`config.mk`:
```
export PLATFORM = sky130hd
export DESIGN_NAME = ram_host_bridge
export DESIGN_NICKNAME = d
export VERILOG_FILES = /design/src/rtl/ram_host_bridge_pkg.sv /design/src/rtl/ram_bridge_pack.sv /design/src/rtl/ram_host_bridge.sv
export SDC_FILE = /design/constraint.sdc
export NUM_CORES = 1
export LEC_CHECK = 0
export CAP_MARGIN = 20
export CORE_UTILIZATION = 30
export CTS_BUF_LIST = sky130_fd_sc_hd__clkbuf_2
export CTS_CLUSTER_DIAMETER = 200
export DETAILED_ROUTE_END_ITERATION = 10
export GPL_TIMING_DRIVEN = 0
export SLEW_MARGIN = 20
export SYNTH_ARGS = -nofsm -noshare
export SYNTH_HDL_FRONTEND = slang
export SYNTH_SLANG_ARGS = --single-unit
```
`constraint.sdc`:
```
create_clock -name clk -period 2.2 [get_ports clk]
set_clock_uncertainty 0.05 [all_clocks]
set_input_delay 0.33 -clock clk [delete_from_list [all_inputs] [get_ports clk]]
set_output_delay 0.33 -clock clk [all_outputs]
set_load 0.01 [all_outputs]
```
`src/rtl/ram_host_bridge_pkg.sv`:
```
// Shared definitions for the CPU-to-HyperRAM host bridge: FSM states,
// host mask constants, halfword ordering and the byte-mask helper.
package ram_host_bridge_pkg;

  typedef enum logic [2:0] {
    ST_IDLE,
    ST_CHK,
    ST_REQ,
    ST_WDAT,
    ST_RDAT,
    ST_FIN,
    ST_ERR
  } state_t;

  localparam logic [1:0] HOST_MASK_ALL = 2'b11;
  localparam logic       HALF_LO_FIRST = 1'b1;

  // Host mask is active-high (1 = byte masked), CPU select is active-high enable.
  function automatic logic [1:0] host_mask(input logic [3:0] sel, input logic hi);
    return hi ? (HOST_MASK_ALL ^ sel[3:2]) : (HOST_MASK_ALL ^ sel[1:0]);
  endfunction

endpackage

```
`src/rtl/ram_bridge_pack.sv`:
```
// 16<->32 packer: beat counter, half-select and read-word assembly.
// Shared between the CPU bridge and the management path.
module ram_bridge_pack
  import ram_host_bridge_pkg::*;
#(
  parameter int unsigned BEAT_W = 3
) (
  input  logic              i_clk,
  input  logic              i_rst_n,
  input  logic              i_clr,
  input  logic              i_step,
  input  logic              i_rx,
  input  logic [15:0]       i_rxd,
  output logic [BEAT_W-1:0] o_beat,
  output logic              o_half,
  output logic [31:0]       o_rdat,
  output logic              o_rdat_vld
);

  logic [BEAT_W-1:0] r_beat;
  logic [15:0]       r_lo;
  logic [31:0]       r_rdat;
  logic              r_rdat_vld;

  assign o_beat     = r_beat;
  assign o_half     = r_beat[0] ^ ~HALF_LO_FIRST;
  assign o_rdat     = r_rdat;
  assign o_rdat_vld = r_rdat_vld;

  always_ff @(posedge i_clk or negedge i_rst_n) begin
    if (!i_rst_n) begin
      r_beat     <= '0;
      r_lo       <= '0;
      r_rdat     <= '0;
      r_rdat_vld <= 1'b0;
    end else begin
      r_rdat_vld <= 1'b0;
      if (i_clr)
        r_beat <= '0;
      else if (i_step)
        r_beat <= r_beat + BEAT_W'(1);
      if (i_rx) begin
        if (!o_half) begin
          r_lo <= i_rxd;
        end else begin
          r_rdat     <= {i_rxd, r_lo};
          r_rdat_vld <= 1'b1;
        end
      end
    end
  end

endmodule

```
`src/rtl/ram_host_bridge.sv`:
```
// Converts 32-bit CPU word/line transactions into the 16-bit halfword
// host stream of the HyperRAM core, with alignment check and beat timeout.
module ram_host_bridge
  import ram_host_bridge_pkg::*;
#(
  parameter int unsigned LINE_WORDS = 4,
  parameter int unsigned TIMEOUT    = 1023
) (
  input  logic        clk,
  input  logic        rst,
  input  logic        cpu_req,
  input  logic        cpu_we,
  input  logic        cpu_burst,
  input  logic [31:0] cpu_adr,
  input  logic [3:0]  cpu_sel,
  input  logic [31:0] cpu_wdat,
  output logic        cpu_wdat_ack,
  output logic [31:0] cpu_rdat,
  output logic        cpu_rdat_vld,
  output logic        cpu_done,
  output logic        cpu_err,
  output logic        host_req,
  output logic        host_rwn,
  output logic        host_burst,
  output logic [31:0] host_addr,
  input  logic        host_ack,
  output logic [1:0]  host_txm,
  output logic [15:0] host_txd,
  input  logic        host_txd_ack,
  input  logic [15:0] host_rxd,
  input  logic        host_rxd_vld
);

  localparam int unsigned BEAT_W  = $clog2(2 * LINE_WORDS);
  localparam int unsigned TMO_W   = $clog2(TIMEOUT + 1);
  localparam int unsigned ALIGN_W = $clog2(LINE_WORDS * 4);

  state_t            r_state, w_next;
  logic              r_we, r_burst;
  logic [31:0]       r_adr;
  logic [3:0]        r_sel;
  logic [TMO_W-1:0]  r_tmo;
  logic              r_done, r_wdat_ack, r_end_d;
  logic              w_blk, w_misalign, w_last, w_tx_beat, w_rx_beat, w_tmo, w_half;
  logic [BEAT_W-1:0] w_beat;

  // Block restart while the CPU is still dropping cpu_req after done/err.
  assign w_blk      = r_done | r_end_d;
  assign w_misalign = (r_adr[1:0] != 2'b00) || (r_burst && (r_adr[ALIGN_W-1:0] != '0));
  assign w_last     = (w_beat == (r_burst ? BEAT_W'(2 * LINE_WORDS - 1) : BEAT_W'(1)));
  assign w_tx_beat  = (r_state == ST_WDAT) && host_txd_ack;
  assign w_rx_beat  = (r_state == ST_RDAT) && host_rxd_vld;
  assign w_tmo      = (r_tmo == TMO_W'(TIMEOUT - 1));

  assign cpu_done     = r_done;
  assign cpu_wdat_ack = r_wdat_ack;

  ram_bridge_pack #(.BEAT_W(BEAT_W)) u_pack (
    .i_clk      (clk),
    .i_rst_n    (rst),
    .i_clr      (r_state == ST_IDLE),
    .i_step     (w_tx_beat | w_rx_beat),
    .i_rx       (w_rx_beat),
    .i_rxd      (host_rxd),
    .o_beat     (w_beat),
    .o_half     (w_half),
    .o_rdat     (cpu_rdat),
    .o_rdat_vld (cpu_rdat_vld)
  );

  always_ff @(posedge clk or negedge rst) begin
    if (!rst) r_state <= ST_IDLE;
    else      r_state <= w_next;
  end

  always_comb begin
    w_next = r_state;
    unique case (r_state)
      ST_IDLE: if (cpu_req && !w_blk) w_next = ST_CHK;
      ST_CHK:  w_next = w_misalign ? ST_ERR : ST_REQ;
      ST_REQ:  if (host_ack) w_next = r_we ? ST_WDAT : ST_RDAT;
      ST_WDAT: begin
        if (host_txd_ack) begin
          if (w_last) w_next = ST_FIN;
        end else if (w_tmo) begin
          w_next = ST_ERR;
        end
      end
      ST_RDAT: begin
        if (host_rxd_vld) begin
          if (w_last) w_next = ST_FIN;
        end else if (w_tmo) begin
          w_next = ST_ERR;
        end
      end
      ST_FIN:  w_next = ST_IDLE;
      ST_ERR:  w_next = ST_IDLE;
      default: w_next = ST_IDLE;
    endcase
  end

  always_comb begin
    host_req   = 1'b0;
    host_rwn   = 1'b0;
    host_burst = 1'b0;
    host_addr  = '0;
    host_txm   = '0;
    host_txd   = '0;
    cpu_err    = 1'b0;
    unique case (r_state)
      ST_REQ: begin
        host_req   = ~host_ack;
        host_rwn   = ~r_we;
        host_burst = r_burst;
        host_addr  = {r_adr[31:1], 1'b0};
      end
      ST_WDAT: begin
        host_txd = w_half ? cpu_wdat[31:16] : cpu_wdat[15:0];
        host_txm = r_burst ? 2'b00 : host_mask(r_sel, w_half);
      end
      ST_ERR:  cpu_err = 1'b1;
      default: ;
    endcase
  end

  always_ff @(posedge clk or negedge rst) begin
    if (!rst) begin
      r_we       <= 1'b0;
      r_burst    <= 1'b0;
      r_adr      <= '0;
      r_sel      <= '0;
      r_tmo      <= '0;
      r_done     <= 1'b0;
      r_wdat_ack <= 1'b0;
      r_end_d    <= 1'b0;
    end else begin
      r_done     <= (r_state == ST_FIN);
      r_wdat_ack <= w_tx_beat && w_half;
      r_end_d    <= r_done | cpu_err;
      if (r_state == ST_IDLE && cpu_req && !w_blk) begin
        r_we    <= cpu_we;
        r_burst <= cpu_burst;
        r_adr   <= cpu_adr;
        r_sel   <= cpu_sel;
      end
      if (r_state == ST_WDAT || r_state == ST_RDAT)
        r_tmo <= (w_tx_beat || w_rx_beat) ? '0 : r_tmo + TMO_W'(1);
      else
        r_tmo <= '0;
    end
  end

endmodule

```
After elaboration in Yosys (flattened, before gate mapping)
Index checks and enable logic that the tools add are counted.
- flip-flop bits (word level): 106
- input bits: 92
- output and inout bits: 89
- logic and storage cells: 77
- add/subtract/negate cells: 2
- equality and inequality tests: 10
- mux-type cells: 26
- bitwise gates (word level): 8
- reductions and logical operators: 18
- operators by type and width (kind ; number):
    3-bit two-way mux ; 11
    16-bit two-way mux ; 2
    32-bit two-way mux ; 1
    10-bit two-way mux ; 2
    3-bit case mux with 5 select lines ; 1
    10-bit by 1-bit adder with 10-bit output, second input constant ; 1
    10-bit equality test, second input constant ; 1
    3-bit equality test, second input constant ; 3
    1-bit logical AND ; 7
    3-bit by 2-bit equality test with 1-bit output, second input constant ; 2
    1-bit two-way mux ; 6
    2-bit two-way mux ; 3
    2-bit AND reduction ; 3
    2-bit inequality test, second input constant ; 2
    2-bit inverter ; 2
    2-bit nonzero test ; 2
    4-bit nonzero test ; 1
    3-bit by 1-bit adder with 3-bit output, second input constant ; 1
    3-bit by 1-bit equality test with 1-bit output, second input constant ; 1
    3-bit equality test ; 1
    3-bit logical NOT ; 1
    1-bit logical OR ; 3
    1-bit inverter ; 3
    1-bit OR ; 3
    1-bit logical NOT ; 1

Depth between registers and ports, before layout
- word-level depth: 5
- depth in mapped cells: 6
- gate-level depth less buffers: 6

Hierarchy
Synthesis repeated with hierarchy kept, for this count alone.
- cell total of the unflattened synthesis: 376
- area total of the unflattened synthesis: 4860.9 um2
- modules (own cells, without submodules) (module ; times used ; cells an instance ; area an instance (um2) ; sequential area each (um2)):
    ram_host_bridge ; 1 ; 259 ; 2816.5 ; 1351.3
    ram_bridge_pack ; 1 ; 117 ; 2044.5 ; 1301.2

Worst setup path after synthesis
No wires, ideal clock.
- path type: register to output
- start point: reg r_state[1]
- end point: out host_txm[0]
- arrival: 1.490 ns
- slack: 0.330 ns
- stages on the path, launching flop included: 4
- buffers on the path: 1
- cells stage by stage: dfrtp_1 nand3b_1 clkbuf_1 a2111oi_0
- longest elaborated chain between the ends: 2
- RTL lines (what ; line ; RTL):
    from (decl) ; ram_host_bridge.sv:38 ; state_t r_state, w_next;
    from (signal assigned) ; ram_host_bridge.sv:73 ; else r_state <= w_next;
    3-bit by 2-bit equality test with 1-bit output ; ram_host_bridge.sv:110 ; unique case (r_state)
    2-bit two-way mux ; ram_host_bridge.sv:110 ;
    to (decl) ; ram_host_bridge.sv:27 ; output logic [1:0] host_txm,
No other way between the ends.

Worst setup path after layout
- start point: reg r_state[2]
- end point: out host_rwn
- longest elaborated chain between the ends: 2
- RTL lines (what ; line ; RTL):
    3-bit by 2-bit equality test with 1-bit output ; ram_host_bridge.sv:110 ;
    1-bit two-way mux ; ram_host_bridge.sv:110 ;
    to (decl) ; ram_host_bridge.sv:23 ; output logic host_rwn,
No other way between the ends.

==> results.sh <==
export IMPL_status="complete, but fails checks"
export IMPL_violations="setup timing"
export IMPL_num_io_pins=181
export IMPL_area_growth_pct=61.75
export IMPL_core_area_um2=15830
export IMPL_ir_drop_mv=0.5558
export IMPL_crit_type="flip-flop to output pin"
export IMPL_synthTopCellsByArea="dfrtp_1 55%, mux2_2 20%, and2_1 4.4%"
export IMPL_fin_util_pct=49.64
export IMPL_internal_power_w=0.005768
export IMPL_die_width_um=129.2
export IMPL_start_util_pct=30.69
export IMPL_place_gp_congestion=0.8143
export IMPL_rsz0062_at_grt="yes"
export IMPL_pwr_share_seq_pct=37.9
export IMPL_die_area_um2=16700
export IMPL_synth_edf_count=0
export IMPL_yosys_area_top_type="dfrtp_1"
export IMPL_max_freq_ghz=0.4227
export IMPL_drive_above_1_share_pct=44.63
export IMPL_synth_flop_cell="dfrtp_1"
export IMPL_grt_pass1_vias=3823
export IMPL_drtIter0Drc=124
export IMPL_timing_rr_start="r_state[0]"
export IMPL_synth_top_cell_area_share_pct=54.61
export IMPL_crit_path_end_kind="output pin"
export IMPL_critPathArrivalTime_ps=1990
export IMPL_synthArstFlopShare_pct=100.0
export IMPL_die_h_um=129.2
export IMPL_syn_nets=478
export IMPL_min_period_ps=2366
export IMPL_hpwl_um=8877
export IMPL_hold_violations=0
export IMPL_vias=3729
export IMPL_cts_root_buffer="clkbuf_2"
export IMPL_combPwrFrac_pct=49.2
export IMPL_drtPass1Iterations=4
export IMPL_clkTransAtPathRegs_ps=300
export IMPL_cts_sinks=106
export IMPL_grt_pass1_wl_um=19520
export IMPL_grt_ovfl_total=0
export IMPL_r2r_end="u_pack.r_lo[9]"
export IMPL_grt_start_max_net_pins=66
export IMPL_powerDensity_nw_per_um2=1085
export IMPL_power_leakage_nw=3.395
export IMPL_nets=695
export IMPL_drc=0
export IMPL_clock_power_share_pct=12.9
export IMPL_finalWorstSetupSlack_ps=-165.8
export IMPL_htreeDepth=3
export IMPL_swShare_pct=32.36
export IMPL_worst_setup_path_start_kind="flip-flop"
export IMPL_whs_ps=87.04
export IMPL_r2r_slack_ps=190
export IMPL_setup_viol=46
export IMPL_numCtsBuffers=9
export IMPL_insertion_delay_ps=600
export IMPL_slew_violations=0
export IMPL_viasPerCell=4.542
export IMPL_wl_per_cell_um=15.33
export IMPL_yosysWarnings=0
export IMPL_antenna_cells=0
export IMPL_portBuffers=179
export IMPL_cp_max_fo=8
export IMPL_post_route_period_util_pct=107.5
export IMPL_synthDistinctLibCells=46
export IMPL_cts_buffer_depth=2
export IMPL_cp_required_ps=1820
export IMPL_hp_class="primary input to asynchronous set/reset pin"
export IMPL_yosysSeqAreaShare_pct=54.61
export IMPL_totalWireLength_um=12590
export IMPL_synth_area_per_cell_um2=12.68
export IMPL_syn_inst=383
export IMPL_rows=46
export IMPL_syn_area_um2=4857
export IMPL_ys_ff_latch=106
export IMPL_p_switching_w=0.002759
export IMPL_antenna_found_initial=0
export IMPL_reg2regPathDepth=7
export IMPL_cap_violations=0
export IMPL_cts_tree="done"
export IMPL_ant_nets=0
export IMPL_track_usage_pct=15.26
[sequential cells by signal, indices dropped and copies added (netlist names), 3 cells and up]
signal / cells
u_pack.o_beat: 3
r_adr: 32
u_pack.r_lo: 16
r_state: 3
r_sel: 4
u_pack.o_rdat: 32
r_tmo: 10
[worst max-delay path by stage]
stage	startpoint	cells after the start	slack, ps	endpoint
2_1_floorplan	r_state[1]	3	330	host_txm[0]
3_3_place_gp	rst	1	-3240	r_adr[31]
3_5_place_dp	r_state[2]	5	-420	host_addr[11]
4_1_cts	r_state[2]	6	-240	host_addr[11]
5_1_grt	r_state[2]	6	-310	host_addr[20]
6_report	r_state[2]	6	-170	host_rwn
[cell usage in the layout (no fill, tap or decap), types with 4 or more instances in the layout]
cell,instances
nand3_1,4
nand2_1,11
and2_1,6
mux2_2,86
xnor2_1,5
mux2i_4,11
dfrtp_1,105
clkbuf_2,9
nor2_4,13
and2_4,28
nor3_1,7
nor2b_1,4
buf_6,62
clkbuf_8,5
mux2i_1,4
nor2_1,20
buf_2,12
clkdlybuf4s50_1,125
xor2_1,5
buf_4,17
inv_1,4
[critical path, stage by stage, from the launching register on]
cell and delay (ps):
dfrtp_1 480, buf_6 130, nor3b_4 190, buf_6 190, clkbuf_8 170, and2_4 140
buf_6 90
[synthesized netlist by cell type, types with 2 or more instances]
| library cell | number |
|---|---|
| and2_1 | 34 |
| ha_1 | 3 |
| mux2_2 | 86 |
| inv_1 | 4 |
| mux2i_1 | 17 |
| buf_1 | 2 |
| nor2b_1 | 5 |
| and3_1 | 2 |
| a2111oi_0 | 2 |
| clkbuf_1 | 5 |
| dfrtp_1 | 106 |
| nand2_1 | 11 |
| buf_4 | 3 |
| xnor2_1 | 5 |
| nor2_1 | 34 |
| buf_6 | 7 |
| o21ai_0 | 3 |
| nand3_1 | 4 |
| a21oi_1 | 2 |
| buf_2 | 6 |
| nand4_1 | 3 |
| nor3b_1 | 2 |
| nor3_1 | 7 |
| nand2b_1 | 3 |
| xor2_1 | 5 |
| o221ai_1 | 2 |
[cell type report]
cell class              instances  area (um^2)
clock inverters                 7        113.9
well taps                     216        270.3
plain buffers                  21        245.2
inverters                       4        15.01
fillers                      1383         7971
repair buffers                208         2113
multi-input cells             250         2400
clock buffers                   9        45.04
flip-flops and latches        106         2654
[stage by stage]
step	instance area, um^2	setup TNS, ps	total power [W]	worst slack (ps)	cells
final	7856	-5710	0.008527	-165.8	821
after global routing	7856	-12740	0.009090	-307.8	821
after CTS	7460	-9073	0.008349	-242.3	816
after detailed placement	6948	-18120	0.006674	-415.9	779
after global placement	6919	-359390	0.006555	-3239	778
after floorplan	4857	0	0.005087	329.5	383
[metal layers]
| metal | routed length (um) | share of wire [%] | GRT usage (%) | vias up |
|---|---|---|---|---|
| li1 | - | - | - | 1751 |
| met1 | 5246 | 42 | 18.66 | 1829 |
| met2 | 6262 | 50 | 25.46 | 127 |
| met3 | 840 | 6.7 | 5.037 | 22 |
| met4 | 235 | 1.9 | 4.706 | 0 |
| met5 | 0 | 0 | 0 | - |
[power by group through the flow]
stage,logic (W),clock network (W),registers (W)
detailed placement,0.00342,0,0.00325
finish,0.00420,0.00110,0.00323
global placement,0.00334,0,0.00322
floorplan,0.00183,0,0.00325
CTS,0.00395,0.00116,0.00324
global route,0.00452,0.00123,0.00335
[cells by family (layout without fill, tap and decap cells)]
family,count (synthesis),after routing,share of synthesized area [%]
other,1,1,0.07721
adders and majority gates,3,3,0.7729
xor gates and xnor gates,10,10,1.803
AOI/OAI and AO/OA,17,17,2.525
muxes,103,103,23.44
buffers and inverters,27,249,3.555
DFF,106,106,54.61
and+or+nand+nor,116,116,13.21
[timing repair]
action,in CTS,in global routing
hold buffers,1,0
cloned,3,1
setup buffers,17,7
pin swaps,36,15
hold endpoints to repair,106,0
gates resized for setup,324,70
setup endpoints to repair,53,53
Note: power is estimated with default switching activity, not from simulation.
